`config.mk`:
```
export PLATFORM = sky130hd
export DESIGN_NAME = rst_seq_flat
export DESIGN_NICKNAME = d
export VERILOG_FILES = /design/src/rtl/rst_seq_pkg.sv /design/src/rtl/rst_seq_if.sv /design/src/rtl/rst_seq_debounce.sv /design/src/rtl/rst_seq.sv /design/src/flat_wrapper.sv
export SDC_FILE = /design/constraint.sdc
export NUM_CORES = 1
export LEC_CHECK = 0
export CAP_MARGIN = 20
export CELL_PAD_IN_SITES_DETAIL_PLACEMENT = 1
export CELL_PAD_IN_SITES_GLOBAL_PLACEMENT = 2
export CORE_MARGIN = 2
export CORE_UTILIZATION = 41
export DETAILED_ROUTE_END_ITERATION = 10
export PLACE_DENSITY = 0.95
export SYNTH_ARGS = -nofsm -noshare
export SYNTH_HDL_FRONTEND = slang
export SYNTH_HIERARCHICAL = 1
export SYNTH_SLANG_ARGS = --single-unit
export TNS_END_PERCENT = 100
```
`constraint.sdc`:
```
create_clock -name clk -period 3.1 [get_ports clk]
set_input_delay 0.775 -clock clk [delete_from_list [all_inputs] [get_ports clk]]
set_output_delay 0.775 -clock clk [all_outputs]
set_load 0.005 [all_outputs]
```
`src/rtl/rst_seq_pkg.sv`:
```
// Shared types and constants for the reset sequencer: FSM state encoding,
// reset-cause bit positions and a width helper.
package rst_seq_pkg;

    typedef enum logic [1:0] {
        WAIT_LOCK = 2'd0,
        HOLD      = 2'd1,
        RUN       = 2'd2
    } state_t;

    localparam int CAUSE_LOCK = 0;
    localparam int CAUSE_BTN  = 1;
    localparam int CAUSE_WD   = 2;
    localparam int CAUSE_SW   = 3;

    function automatic int max_int(input int a, input int b);
        return (a > b) ? a : b;
    endfunction

endpackage

```
`src/rtl/rst_seq_if.sv`:
```
// Reset request / reset result bundle between the board-level sources and the
// sequencer. The sequencer side is the slave; whoever drives the requests is the master.
interface rst_seq_if;

    // No valid/ready pairing here: every request is a level sampled on each
    // clk edge, and the outputs are registered levels that are always valid.
    logic       clk_ok;
    logic       btn_rst_n;
    logic       wd_rst;
    logic       sys_rst_req;
    logic       rst_out_n;
    logic [3:0] rst_cause;
    logic [7:0] lock_loss_cnt;

    modport master (
        output clk_ok,
        output btn_rst_n,
        output wd_rst,
        output sys_rst_req,
        input  rst_out_n,
        input  rst_cause,
        input  lock_loss_cnt
    );

    modport slave (
        input  clk_ok,
        input  btn_rst_n,
        input  wd_rst,
        input  sys_rst_req,
        output rst_out_n,
        output rst_cause,
        output lock_loss_cnt
    );

endinterface

```
`src/rtl/rst_seq_debounce.sv`:
```
// Button conditioner: 2-flop synchroniser on the active-low button, then a
// debouncer whose output 'pressed' only moves after DEB_CYCLES stable cycles.
module debounce #(
    parameter int DEB_CYCLES = 50000
) (
    input  logic clk,
    input  logic rst_n,
    input  logic btn_n,
    output logic pressed
);

    localparam int DW = $clog2(DEB_CYCLES + 1);
    localparam logic [DW-1:0] DEB_LAST = DW'(DEB_CYCLES - 1);

    logic [1:0]    sync_q;
    logic [DW-1:0] cnt_q;
    logic          raw_pressed;

    assign raw_pressed = ~sync_q[1];

    always_ff @(posedge clk or negedge rst_n) begin
        if (!rst_n) begin
            sync_q  <= 2'b00;
            cnt_q   <= '0;
            pressed <= 1'b0;
        end else begin
            sync_q <= {sync_q[0], btn_n};
            // Any cycle agreeing with the current output restarts the run.
            if (raw_pressed == pressed) begin
                cnt_q <= '0;
            end else if (cnt_q == DEB_LAST) begin
                pressed <= raw_pressed;
                cnt_q   <= '0;
            end else begin
                cnt_q <= cnt_q + 1'b1;
            end
        end
    end

endmodule

```
`src/rtl/rst_seq.sv`:
```
// Reset sequencer: qualifies PLL lock, merges button/watchdog/software requests
// and releases the system reset synchronously; latches why the last reset happened.
module rst_seq
    import rst_seq_pkg::*;
#(
    parameter int LOCK_STABLE = 1024,
    parameter int HOLD_CYCLES = 64,
    parameter int DEB_CYCLES  = 50000
) (
    input  logic         clk,
    input  logic         rst_n,
    rst_seq_if.slave     bus,
    output state_t       state_dbg
);

    localparam int CW = $clog2(max_int(LOCK_STABLE, HOLD_CYCLES) + 1);
    localparam logic [CW-1:0] LOCK_LAST = CW'(LOCK_STABLE - 1);
    localparam logic [CW-1:0] HOLD_LAST = CW'(HOLD_CYCLES - 1);

    state_t        state_q, state_d;
    logic [CW-1:0] cnt_q, cnt_d;
    logic [1:0]    lock_sync_q;
    logic          lock_s;
    logic          btn_p;
    logic          src_req;
    logic          rst_out_q, rst_out_d;
    logic [3:0]    cause_q, cause_d;
    logic [7:0]    loss_q, loss_d;

    assign lock_s  = lock_sync_q[1];
    assign src_req = btn_p | bus.wd_rst | bus.sys_rst_req;

    debounce #(
        .DEB_CYCLES (DEB_CYCLES)
    ) u_btn (
        .clk     (clk),
        .rst_n   (rst_n),
        .btn_n   (bus.btn_rst_n),
        .pressed (btn_p)
    );

    always_ff @(posedge clk or negedge rst_n) begin
        if (!rst_n) begin
            lock_sync_q <= 2'b00;
            state_q     <= WAIT_LOCK;
            cnt_q       <= '0;
            rst_out_q   <= 1'b0;
            cause_q     <= 4'b0001;
            loss_q      <= 8'd0;
        end else begin
            lock_sync_q <= {lock_sync_q[0], bus.clk_ok};
            state_q     <= state_d;
            cnt_q       <= cnt_d;
            rst_out_q   <= rst_out_d;
            cause_q     <= cause_d;
            loss_q      <= loss_d;
        end
    end

    always_comb begin
        state_d = state_q;
        cnt_d   = cnt_q;
        case (state_q)
            WAIT_LOCK: begin
                if (!lock_s) begin
                    cnt_d = '0;
                end else if (cnt_q == LOCK_LAST) begin
                    state_d = HOLD;
                    cnt_d   = '0;
                end else begin
                    cnt_d = cnt_q + 1'b1;
                end
            end
            HOLD: begin
                if (!lock_s) begin
                    state_d = WAIT_LOCK;
                    cnt_d   = '0;
                end else if (src_req) begin
                    cnt_d = '0;
                end else if (cnt_q == HOLD_LAST) begin
                    state_d = RUN;
                    cnt_d   = '0;
                end else begin
                    cnt_d = cnt_q + 1'b1;
                end
            end
            RUN: begin
                cnt_d = '0;
                // Losing lock outranks every other source.
                if (!lock_s) begin
                    state_d = WAIT_LOCK;
                end else if (src_req) begin
                    state_d = HOLD;
                end
            end
            default: begin
                state_d = WAIT_LOCK;
                cnt_d   = '0;
            end
        endcase
    end

    always_comb begin
        rst_out_d = (state_d == RUN);
        cause_d   = cause_q;
        loss_d    = loss_q;
        if (state_q == RUN && state_d != RUN) begin
            cause_d[CAUSE_LOCK] = ~lock_s;
            cause_d[CAUSE_BTN]  = btn_p;
            cause_d[CAUSE_WD]   = bus.wd_rst;
            cause_d[CAUSE_SW]   = bus.sys_rst_req;
        end
        if (state_q == RUN && state_d == WAIT_LOCK && loss_q != 8'hFF) begin
            loss_d = loss_q + 8'd1;
        end
    end

    assign bus.rst_out_n     = rst_out_q;
    assign bus.rst_cause     = cause_q;
    assign bus.lock_loss_cnt = loss_q;
    assign state_dbg         = state_q;

endmodule

```
`src/flat_wrapper.sv`:
```
// flat-port wrapper written by rule: the top's interface ports become plain ports
module rst_seq_flat import rst_seq_pkg::*;
#(
    parameter int LOCK_STABLE = 1024,
    parameter int HOLD_CYCLES = 64,
    parameter int DEB_CYCLES  = 50000
)
  (clk, rst_n, state_dbg, bus_clk_ok, bus_btn_rst_n, bus_wd_rst, bus_sys_rst_req, bus_rst_out_n, bus_rst_cause, bus_lock_loss_cnt);
  rst_seq_if bus_i ();
  input  logic clk;
  input  logic rst_n;
  output state_t state_dbg;
  input wire logic [$bits(bus_i.clk_ok)-1:0] bus_clk_ok;
  input wire logic [$bits(bus_i.btn_rst_n)-1:0] bus_btn_rst_n;
  input wire logic [$bits(bus_i.wd_rst)-1:0] bus_wd_rst;
  input wire logic [$bits(bus_i.sys_rst_req)-1:0] bus_sys_rst_req;
  output wire logic [$bits(bus_i.rst_out_n)-1:0] bus_rst_out_n;
  output wire logic [$bits(bus_i.rst_cause)-1:0] bus_rst_cause;
  output wire logic [$bits(bus_i.lock_loss_cnt)-1:0] bus_lock_loss_cnt;
  assign bus_i.clk_ok = bus_clk_ok;
  assign bus_i.btn_rst_n = bus_btn_rst_n;
  assign bus_i.wd_rst = bus_wd_rst;
  assign bus_i.sys_rst_req = bus_sys_rst_req;
  assign bus_rst_out_n = bus_i.rst_out_n;
  assign bus_rst_cause = bus_i.rst_cause;
  assign bus_lock_loss_cnt = bus_i.lock_loss_cnt;
  rst_seq #(.LOCK_STABLE(LOCK_STABLE), .HOLD_CYCLES(HOLD_CYCLES), .DEB_CYCLES(DEB_CYCLES)) u_core (.clk(clk), .rst_n(rst_n), .bus(bus_i), .state_dbg(state_dbg));
endmodule
```
Word level (Yosys, flattened, before mapping)
Index checks and enable logic that the tools add are counted.

Register bits: 47. Word-level logic and storage cells: 48.

Add/sub/neg operators: 3. Equal/unequal tests: 9. Multiplexer cells: 16. Bitwise operators: 5. Reductions and logical operators: 6.

Operators with widths (count): 11-bit 2-to-1 mux (5); 16-bit 2-to-1 mux (2); 11-bit one-hot mux with 2 select lines (1); 16-bit by 1-bit adder with 16-bit output (second input constant) (1); 16-bit == test (second input constant) (1); 2-bit 2-to-1 mux (7); 11-bit by 1-bit adder with 11-bit output (second input constant) (1); 11-bit by 10-bit == test with 1-bit output (second input constant) (1); 11-bit by 6-bit == test with 1-bit output (second input constant) (1); 8-bit by 1-bit adder with 8-bit output (second input constant) (1); 8-bit inequality test (second input constant) (1); 2-bit one-hot mux with 3 select lines (1); 2-bit == test (second input constant) (2); 2-bit logical NOT (2); 1-bit logical AND (3); 1-bit NOT (3); 2-bit by 1-bit == test with 1-bit output (second input constant) (1); 2-bit inequality test (second input constant) (1); 1-bit bitwise OR (2); 2-bit AND reduction (1); 1-bit == test (1).

Logic depth before layout (Yosys ltp)
Depth in word-level cells: 8. Depth in mapped cells: 6. Depth with buffers taken out: 5.

Cells and area by module
Netlist, hierarchy kept.

By module, submodules not included: rst_seq (times used 1, cells each 113, area an instance 1267.5 µm², sequential area each 701.9 µm²); debounce (times used 1, cells each 84, area an instance 967.2 µm², sequential area each 475.5 µm²).

Worst setup path after synthesis
Ideal clock, no wire load.

Path type: in2reg. From: input bus_wd_rst. To: register u_core.cnt_q[3]. Arrival time: 1.703 ns. Data required time: 3.027 ns. Slack: 1.324 ns. Stages: 4. Buffers on the path: 0. Cells stage by stage: or3_1 > a21oi_1 > o311ai_2 > nor2_1.

Longest elaborated chain between the ends: 5.

Ends and longest elaborated chain: start: declaration (line flat_wrapper.sv:15) `input wire logic [$bits(bus_i.wd_rst)-1:0] bus_wd_rst;`; 1-bit bitwise OR (2 in series) (line rst_seq.sv:31) `assign src_req = btn_p | bus.wd_rst | bus.sys_rst_req;`; 11-bit 2-to-1 mux (line rst_seq.sv:78) `end else if (src_req) begin`; 11-bit 2-to-1 mux (line rst_seq.sv:75) `if (!lock_s) begin`; 11-bit one-hot mux with 2 select lines (line rst_seq.sv:63) `case (state_q)`; net u_core.cnt_d[3] (line rst_seq.sv:21) `logic [CW-1:0] cnt_q, cnt_d;`; end signal: assignment (line rst_seq.sv:53) `cnt_q <= cnt_d;`; end: declaration (line rst_seq.sv:21).

The timed path passes the listed nets, and every way through them passes these cells. A chain may end at the register's enable or synchronous reset.

Worst setup path after layout
From: register u_core.state_q[0] (netlist: u_core/state_dbg[0]). To: output state_dbg[0].

RTL lines: start: declaration (line rst_seq.sv:20) `state_t state_q, state_d;`; start signal: assignment (line rst_seq.sv:52) `state_q <= state_d;`; end: declaration (line flat_wrapper.sv:12) `output state_t state_dbg;`.

No word-level cell between the ends.

==> impl_results.md <==
- Outcome: complete, no violations
- Core region area: 5170 um2
- Worst EP required: 2320 ps
- Arr. time, crit path: 1360 ps
- Syn-to-layout area delta: 16.7%
- Post CTS Setup Buffer Count: 0
- GRT Overall Usage: 0.167
- P_leak: 1.10 nW
- Clk sinks: 47
- CP max stage delay: 560 ps
- Max FO, Critical Path: 9
- Pwr dens: 413 nW/um2
- Num CTS Buffers: 5
- CTS H-tree lvls: 2
- Placer Congestion: roughly 0.73
- DIE WIDTH: approximately 78 um
- FFs w/ async S/R, synth: 1.00
- Synthesized flop and latch total: 47
- Initial antenna violation count: 0
- Largest net degree at the start of global routing: 26
- Most common cell after layout, fill and taps aside: dfrtp_1
- Vias in the first global route: 1705
- CP Cell Sequence: clkdlybuf4s50_1
- Commonest cells after routing, fill and taps aside: dfrtp_1, nor2_1, clkdlybuf4s50_1
- Final #Nets: 232
- Ports: 21
- Crit end category: output pin
- Fin Setup TNS: 0 ps
- Total Routed Length: about 4500 um
- Sequential-to-total area share from yosys stat: 0.527
- Routed Antenna Nets: 0
- Die height: roughly 78 um
- Critical Path Start Type: register
- Layout cell share with drive strength beyond 1: 0.143
- Filler cells: 548
- Root buffer cell: clkbuf_8
- Fin. max-slew vios: 0
- Worst-Skew Late Latency: between 200 and 300 ps
- Worst Hold Class: register to register
- Final Cycle Share: 0.690
- Max Clock Freq: about 470 MHz
- RSZ-0062 raised after global routing: no
- Dpl hpwl: between 3000 and 4000 um
- Post-synth EDFFs: 0
- Worst path slowest cell: clkdlybuf4s50_1
- Tightest Pin Transition: roughly 560 ps
- Slew margin rel.: 0.626
- Vias per inst: 5.25
- Reg2Reg Setup Slack: 1290 ps
- Pre-antenna DRT Iters: 4
- Cts hold-fix bufs: 0
- Post-synthesis cell area: 2230 um2
- Critical R2R Launch: u_core/cnt_q[0]
- Post-synthesis cell type count: 39
- Max clock buf depth: 2
- Crit path launch: u_core/state_dbg[0]
- Setup Skew: ~7.4 ps
- Tmin final: 2140 ps
- DR WL/cell: 15.4 um
- Inst Count DP: 286
- Buffers and inverters on the worst path: 1
- Ys Warns: 6
- Initial DRC Count: between 50 and 60
- Critical path's top delay family: buffers and inverters
- Number of I/O port buffers: 20
- Avg Inst Size Synth: 11.3 um2
- Post-Syn Nets: 206
- Die area: 6060 um2
- Antenna cell count: 0
- Fin. Hold Viols: 0
- Standard-cell row count: 26
- Mapped Cells: ~200
- CTS clock-pin slew for the worst setup and hold paths: 90 ps
- VDD IR max: 272 uV
- Worst min-delay path startpoint: u_core/u_btn/sync_q[0]
- Total number of vias: 1544
- First-pass GRT wire length: 8010 um
- Global route overflow: 0
- Post-CTS sizing: 0
- # DRC: 0
- Post-synth top flop: dfrtp_1
- Crit Path Category: register to output pin
- MaxCap Viol Count: 0
- Final setup fails: 0
- TritonCTS clock tree: built
- Final Instance Count excl. Fillers: 294
- Initial Util: 0.432
metal layers:
layer  GRT usage  wire length, um  vias to the layer above
met2       0.268             2220                       19
met4      0.0536               31                        0
li1            -                -                      737
met5           0                0                        -
met3      0.0500              170                        2
met1       0.215             2110                      786
flip-flops by register name, summed over array words and instances, names as in the netlist:
signal                    flops
u_core/cnt_q                 11
u_core/u_btn/sync_q           2
u_core/u_btn/pressed          1
u_core/u_btn/cnt_q           16
u_core/bus.rst_out_n          1
u_core/bus.lock_loss_cnt      8
u_core/bus.rst_cause          4
u_core/lock_sync_q            2
u_core/state_dbg              2
cells by family after synthesis:
group | synth area share
xor gates and xnor gates | 0.118
AOI/OAI and AO/OA | 0.0336
adders and majority gates | 0.0168
muxes | 0.0202
and+or+nand+nor | 0.269
buffers and inverters | 0.0157
DFF | 0.527
final cells by class:
type,count,area (um2),area share
timing repair buffer,21,203,0.0777
clock buffer,8,100,0.0384
inverter,5,18.8,0.00719
multi-input combinational,143,1020,0.392
sequential,47,1180,0.451
tap,70,87.6,0.0336
stage by stage:
stage,hold WS (ps),setup slack [ps],utilization,power [W],area [um2]
finish,358,961,0.504,0.00108,2610
global route,362,883,0.504,0.00113,2610
CTS,360,935,0.504,0.00109,2610
detailed placement,341,717,0.485,0.000695,2510
global placement,334,750,0.485,0.000692,2510
floorplan,331,1320,-,0.000666,2230
synthesized netlist by cell type (all sizes together) (3+ instances only):
cell type,instances,area [um2]
mux2,4,45.0
and3,8,50.1
dfrtp,46,1150
nand4,9,77.6
o21ai,5,25.0
xor2,12,105
inv,5,18.8
nor4,6,68.8
nand3,14,100
xnor2,18,158
nor3,4,20.0
and4,3,26.3
ha,3,37.5
nand2,10,40.0
nor2,31,124
where the power goes:
group / switching (W) / internal (W)
logic: 0.0000277 / 0.0000176
registers: 0.0000131 / 0.000623
clock network: 0.000193 / 0.000204
path summary, 6_finish.rpt:
check | endpoint | cells past startpoint
setup / recovery | state_dbg[0] | 1
hold / removal | u_core/u_btn/sync_q[1] | 0
setup reg to reg | u_core/cnt_q[9] | 5
hold reg to reg | u_core/u_btn/sync_q[1] | 0
max in group asynchronous | u_core/bus.rst_cause[0] | 2
min in group asynchronous | u_core/cnt_q[8] | 1
Note: power is estimated with default switching activity, not from simulation.
